### config.mk
export PLATFORM = sky130hd
export DESIGN_NAME = tv80_reg_seq
export DESIGN_NICKNAME = d
export VERILOG_FILES = /design/src/rtl/tv80_reg_seq.sv
export SDC_FILE = /design/constraint.sdc
export NUM_CORES = 1
export LEC_CHECK = 0
export ABC_AREA = 1
export CORE_MARGIN = 1
export CORE_UTILIZATION = 30
export DETAILED_ROUTE_END_ITERATION = 7
export PLACE_DENSITY = 0.53
export SYNTH_ARGS = -nofsm -noshare
export SYNTH_HDL_FRONTEND = slang
export SYNTH_SLANG_ARGS = --single-unit
### constraint.sdc
create_clock -name clk -period 9.2 [get_ports clk]
set_input_delay 2.76 -clock clk [delete_from_list [all_inputs] [get_ports clk]]
set_output_delay 2.76 -clock clk [all_outputs]
set_load 0.02 [all_outputs]
### src/rtl/tv80_reg_seq.sv
// tv80_reg_seq: sequencer for 16-bit register-pair operations on a TV80-style
// register file with byte write enables and two asynchronous read ports.
//
// Ports:
//   clk, reset          clock and synchronous active-high reset
//   cen                 clock enable (low = stall, state and latches hold)
//   req, op, addr_x,    request handshake; op/addresses/data are latched
//   addr_y, wdata       when a request is accepted in IDLE
//   ready, busy, done   IDLE / EXEC-or-XCH2 / DONE status (registered)
//   err                 reserved op indicator, valid with done
//   result, zero        last value written to pair x and its zero flag
//   rf_addr_a/b         register-file port A (write/read) and B (read) address
//   rf_dih/dil          register-file write data, high/low byte
//   rf_weh/wel          register-file byte write enables
//   rf_cen              register-file clock enable (mirrors cen)
//   rf_doah/l, dobh/l   asynchronous read data from ports A and B
module tv80_reg_seq (
  input  logic        clk,
  input  logic        reset,
  input  logic        cen,
  input  logic        req,
  input  logic [2:0]  op,
  input  logic [2:0]  addr_x,
  input  logic [2:0]  addr_y,
  input  logic [15:0] wdata,
  output logic        ready,
  output logic        busy,
  output logic        done,
  output logic        err,
  output logic [15:0] result,
  output logic        zero,
  output logic [2:0]  rf_addr_a,
  output logic [2:0]  rf_addr_b,
  output logic [7:0]  rf_dih,
  output logic [7:0]  rf_dil,
  output logic        rf_weh,
  output logic        rf_wel,
  output logic        rf_cen,
  input  logic [7:0]  rf_doah,
  input  logic [7:0]  rf_doal,
  input  logic [7:0]  rf_dobh,
  input  logic [7:0]  rf_dobl
);

  typedef enum logic [1:0] {
    S_IDLE = 2'd0,
    S_EXEC = 2'd1,
    S_XCH2 = 2'd2,
    S_DONE = 2'd3
  } state_t;

  localparam logic [2:0] OP_NOP   = 3'd0;
  localparam logic [2:0] OP_WR8H  = 3'd1;
  localparam logic [2:0] OP_WR8L  = 3'd2;
  localparam logic [2:0] OP_WR16  = 3'd3;
  localparam logic [2:0] OP_INC16 = 3'd4;
  localparam logic [2:0] OP_DEC16 = 3'd5;
  localparam logic [2:0] OP_XCHG  = 3'd6;
  localparam logic [2:0] OP_RSVD  = 3'd7;

  state_t      state_q, state_d;
  logic [2:0]  op_q, op_d;
  logic [2:0]  x_q, x_d;
  logic [2:0]  y_q, y_d;
  logic [15:0] wdata_q, wdata_d;
  logic [15:0] temp_q, temp_d;
  logic [15:0] result_q, result_d;
  logic        zero_q, zero_d;
  logic        ready_q, ready_d;
  logic        busy_q, busy_d;
  logic        done_q, done_d;
  logic        err_q, err_d;

  logic [15:0] doa_s;
  logic [15:0] dob_s;
  logic [15:0] wr_val_s;
  logic        we_h_s;
  logic        we_l_s;
  logic [2:0]  addr_a_s;

  assign doa_s = {rf_doah, rf_doal};
  assign dob_s = {rf_dobh, rf_dobl};

  // Write datapath: address, data and byte enables for the current state.
  // Bytes that are not written carry port-A read data so wr_val_s is always
  // the full 16-bit pair value after the write.
  always_comb begin
    wr_val_s = doa_s;
    we_h_s   = 1'b0;
    we_l_s   = 1'b0;
    addr_a_s = x_q;
    case (state_q)
      S_EXEC: begin
        case (op_q)
          OP_WR8H: begin
            wr_val_s = {wdata_q[15:8], doa_s[7:0]};
            we_h_s   = 1'b1;
          end
          OP_WR8L: begin
            wr_val_s = {doa_s[15:8], wdata_q[7:0]};
            we_l_s   = 1'b1;
          end
          OP_WR16: begin
            wr_val_s = wdata_q;
            we_h_s   = 1'b1;
            we_l_s   = 1'b1;
          end
          OP_INC16: begin
            wr_val_s = doa_s + 16'd1;
            we_h_s   = 1'b1;
            we_l_s   = 1'b1;
          end
          OP_DEC16: begin
            wr_val_s = doa_s - 16'd1;
            we_h_s   = 1'b1;
            we_l_s   = 1'b1;
          end
          OP_XCHG: begin
            wr_val_s = dob_s;
            we_h_s   = 1'b1;
            we_l_s   = 1'b1;
          end
          default: begin
            wr_val_s = doa_s;
            we_h_s   = 1'b0;
            we_l_s   = 1'b0;
          end
        endcase
      end
      S_XCH2: begin
        // second half of XCHG: port A now points at pair y
        addr_a_s = y_q;
        wr_val_s = temp_q;
        we_h_s   = 1'b1;
        we_l_s   = 1'b1;
      end
      default: begin
        addr_a_s = x_q;
        wr_val_s = doa_s;
        we_h_s   = 1'b0;
        we_l_s   = 1'b0;
      end
    endcase
  end

  // No write during a stall or in a reset cycle (reset aborts the operation).
  assign rf_weh    = we_h_s & cen & ~reset;
  assign rf_wel    = we_l_s & cen & ~reset;
  assign rf_addr_a = addr_a_s;
  assign rf_addr_b = y_q;
  assign rf_dih    = wr_val_s[15:8];
  assign rf_dil    = wr_val_s[7:0];
  assign rf_cen    = cen;

  assign ready  = ready_q;
  assign busy   = busy_q;
  assign done   = done_q;
  assign err    = err_q;
  assign result = result_q;
  assign zero   = zero_q;

  // Next-state logic: FSM transitions, request latching and status outputs.
  always_comb begin
    state_d  = state_q;
    op_d     = op_q;
    x_d      = x_q;
    y_d      = y_q;
    wdata_d  = wdata_q;
    temp_d   = temp_q;
    result_d = result_q;
    zero_d   = zero_q;
    ready_d  = ready_q;
    busy_d   = busy_q;
    done_d   = done_q;
    err_d    = err_q;
    if (cen) begin
      case (state_q)
        S_IDLE: begin
          if (req) begin
            op_d    = op;
            x_d     = addr_x;
            y_d     = addr_y;
            wdata_d = wdata;
            state_d = S_EXEC;
            ready_d = 1'b0;
            busy_d  = 1'b1;
          end else begin
            state_d = S_IDLE;
          end
        end
        S_EXEC: begin
          // every op except NOP/reserved writes pair x in this cycle
          if ((op_q != OP_NOP) && (op_q != OP_RSVD)) begin
            result_d = wr_val_s;
            zero_d   = (wr_val_s == 16'd0);
          end else begin
            result_d = result_q;
          end
          if (op_q == OP_XCHG) begin
            temp_d  = doa_s;
            state_d = S_XCH2;
          end else begin
            state_d = S_DONE;
            busy_d  = 1'b0;
            done_d  = 1'b1;
            err_d   = (op_q == OP_RSVD);
          end
        end
        S_XCH2: begin
          state_d = S_DONE;
          busy_d  = 1'b0;
          done_d  = 1'b1;
          err_d   = 1'b0;
        end
        S_DONE: begin
          state_d = S_IDLE;
          ready_d = 1'b1;
          done_d  = 1'b0;
          err_d   = 1'b0;
        end
        default: begin
          state_d = S_IDLE;
          ready_d = 1'b1;
          busy_d  = 1'b0;
          done_d  = 1'b0;
          err_d   = 1'b0;
        end
      endcase
    end else begin
      state_d = state_q;
    end
  end

  // State and latch registers; reset wins over cen.
  always_ff @(posedge clk) begin
    if (reset) begin
      state_q  <= S_IDLE;
      op_q     <= 3'd0;
      x_q      <= 3'd0;
      y_q      <= 3'd0;
      wdata_q  <= 16'd0;
      temp_q   <= 16'd0;
      result_q <= 16'd0;
      zero_q   <= 1'b0;
      ready_q  <= 1'b1;
      busy_q   <= 1'b0;
      done_q   <= 1'b0;
      err_q    <= 1'b0;
    end else begin
      state_q  <= state_d;
      op_q     <= op_d;
      x_q      <= x_d;
      y_q      <= y_d;
      wdata_q  <= wdata_d;
      temp_q   <= temp_d;
      result_q <= result_d;
      zero_q   <= zero_d;
      ready_q  <= ready_d;
      busy_q   <= busy_d;
      done_q   <= done_d;
      err_q    <= err_d;
    end
  end

endmodule

==> run summary, run 1 <==
Outcome -> finished clean
Sequential share of power -> 34.7%
Post-cts hold buffer count -> 0
Metal3 WL -> 867 µm
Routed wire length -> 14.98 mm
Relative slew slack -> 29.54%
Global-route wire length before repair -> 23.47 mm
Top_reg_cell synth -> dfxtp_1
Clock-pin slew on the worst setup and hold paths -> 0.06 ns
Post-Route Setup TNS -> 0 ns
Post-CTS setup buffer count -> 0
Final setup vio count -> 0
Routed wl met2 -> 6.575 mm
Crit path max fanout -> 5
Pwr/cell area -> 152.9 nW/µm²
Overflow after GRT -> 0
Max-cap violations -> 0
Synth-to-Final Area Change -> 33.29%
Pin count of the biggest net entering global routing -> 59
Vias per inst -> 5.005
Flops & latches, synth -> 64
HPWL after detailed placement -> 11.24 mm
Post-CTS sizing -> 0
CP Launch Type -> input port
H-tree depth -> 3
Int Pwr -> 0.0005722 W
Final ANT Viol Nets -> 0
Unrepaired setup endpoints after global routing -> no
Number of port buffers -> 106
Crit share post-route -> 91.27%
Data required time of the critical path -> 6.44 ns
Tot GR Track Use -> 20.65%
Initial core utilization -> 30.76%
Final GP Congestion -> 0.9018
Die width -> 121.3 µm
Crit path kind -> in -> out
Sw Ratio -> 34.23%
WL/cell -> 15.57 µm
Hold Vio Cnt, Final -> 0
Post-synthesis net count -> 763
Worst path arrival time -> 5.64 ns
Number of synthesized flops with an enable pin -> 0
Min Tclk post-route -> 8.396 ns
Yosys Warn Count -> 0
Clock skew -> 0.004783 ns
Clock latency on the worst-skew pair -> 0.33 ns
Fillers -> 1514
Clk network pwr share -> 36.2%
Most common cell after layout, fill and taps aside -> nand2_1
Clk sinks -> 64
IO Count -> 107
Initial antenna violation count -> 0
Hold WC Path Type -> reg -> reg
Register area share after synthesis -> 30.01%
Nets -> 846
Mapped Area -> 4269 µm²
Ys async rst share -> 0%
Via Count -> 4815
Met1 Wirelength -> 7.187 mm
Drt drc -> 0
ANT cells -> 0
Footprint of the multi-input gates -> 2436 µm²
Commonest non-fill, non-tap cells in the layout -> nand2_1, clkdlybuf4s50_1, inv_1, a21oi_1, o21ai_0
Detailed Route Iter0 Violations -> 377
Die H -> 121.3 µm
CTS Buffer Depth -> 2
LEAKAGE -> 2.438 nW
Clk root buf -> clkbuf_16
Logic pwr share -> 29.0%
Crit end category -> output port
Peak supply drop -> 88.04 µV
Max Slew Vio Count -> 0
TritonCTS clock tree -> yes
Library cells used by synthesis -> 43
Share of post-route cells with drive strength above 1 -> 4.987%
Vias in the first global route -> 4472
Fin util -> 41.00%
Register area -> 1281 µm²
Router iterations before antenna repair -> 5
Cells after Synth -> 694
Die area -> 14710 µm²
Achievable Freq -> 119.1 MHz
CTS buffer count -> 9
Sw power -> 0.0002978 W
Top Layer Used -> met4
Worst-Margin Slew -> 1.056 ns
Avg Cell Area, Syn -> 6.151 µm²
Row cnt -> 43
Core ar. -> 13880 µm²
==> synthesized netlist by cell type (all sizes together), types with 6 or more instances <==
cell type	number	area, µm²
inv	98	367.8
o21ai	82	410.4
dfxtp	64	1281
nor3	6	35.03
nand2	181	686.9
a21oi	91	455.4
a41oi	7	61.31
nor2	39	163.9
buf	9	61.30
nand4	7	43.79
ha	8	100.1
clkbuf	29	108.9
nand3	38	207.7
==> worst paths after layout <==
| path | startpoint | end | slack, ns | cells past startpoint |
|---|---|---|---|---|
| max | rf_doal[1] | rf_dih[6] | 0.80 | 24 |
| min | x_q[0] | x_q[0] | 0.45 | 2 |
| min reg2reg | x_q[0] | x_q[0] | 0.45 | 2 |
| max reg2reg | op_q[0] | zero | 5.46 | 23 |
==> worst max-delay path, stage by stage <==
cell and delay (ns):
clkdlybuf4s50_1 0.45, inv_1 0.17, nand2_1 0.09, nand2_1 0.09, inv_1 0.06, ha_1 0.17
inv_1 0.05, nand2_1 0.08, inv_1 0.08, nor2_1 0.04, nand3_1 0.09, nand2_1 0.08
nand2_1 0.09, nand2_1 0.07, nand2_1 0.11, nand2_1 0.05, nand2_1 0.07, nand3_1 0.07
nand2_1 0.11, nand2_1 0.05, nand2_1 0.05, nand2_1 0.09, inv_1 0.07, clkdlybuf4s50_1 0.59
==> cell type report <==
class | instances | share of cell area [%]
Clock buffer | 9 | 3.958
Clock inverter | 7 | 0.8355
Inverter | 101 | 6.750
Multi-Input combinational cell | 491 | 42.81
Sequential cell | 64 | 22.52
Tap cell | 180 | 3.958
Timing Repair Buffer | 110 | 19.17
==> per-layer routing <==
metal | vias up | track usage (%)
li1 | 2452 | -
met1 | 2203 | 28.81
met2 | 147 | 31.36
met3 | 13 | 4.182
met4 | 0 | 6.867
met5 | - | 0
==> sequential cells by signal (all words and copies together), names as in the netlist <==
name,cells
busy,1
done,1
op_q,3
ready,1
err,1
rf_addr_b,3
wdata_q,16
temp_q,16
x_q,3
zero,1
state_q,2
result,16
==> per-stage QoR <==
stage	cell area, µm²	std cells	setup WS, ns	hold WS, ns	power (W)
floorplan	4269	694	2.144	0.4241	0.0004523
global placement	5418	946	0.8364	0.4368	0.0005585
detailed placement	5418	946	0.8319	0.4457	0.0005584
CTS	5690	962	0.8257	0.4529	0.0008770
global route	5690	962	0.5141	0.4772	0.0009164
finish	5690	962	0.8035	0.4487	0.0008699
==> power groups by stage <==
stage,Sequential [W],Clock (W),Combinational (W)
after floorplan,0.000308,0,0.000144
after global placement,0.000308,0,0.000251
after detailed placement,0.000308,0,0.000250
after CTS,0.000302,0.000323,0.000252
after global routing,0.000304,0.000336,0.000277
final,0.000302,0.000315,0.000253
==> logic make-up (layout without fill, tap and decap cells) <==
kind of cell    count (synthesis)  count (layout)  synth area share (%)
simple gates                  278             278                 27.84
compound gates                202             202                 26.03
buf+inv                       139             227                 12.98
flops                          64              64                 30.01
fa+ha+maj                       8               8                 2.345
xor+xnor                        3               3                0.7915
Power figures use the tool's default switching activity.
==> run 2, diff against run 1 <==
--- a/config.mk
+++ b/config.mk
@@ -9,6 +9,7 @@
 export CORE_MARGIN = 1
 export CORE_UTILIZATION = 30
 export DETAILED_ROUTE_END_ITERATION = 7
+export HOLD_SLACK_MARGIN = 0.08
 export PLACE_DENSITY = 0.53
 export SYNTH_ARGS = -nofsm -noshare
 export SYNTH_HDL_FRONTEND = slang
==> results of run 2 <==
The final DEF is identical to that of run 1; final timing and power are the same.
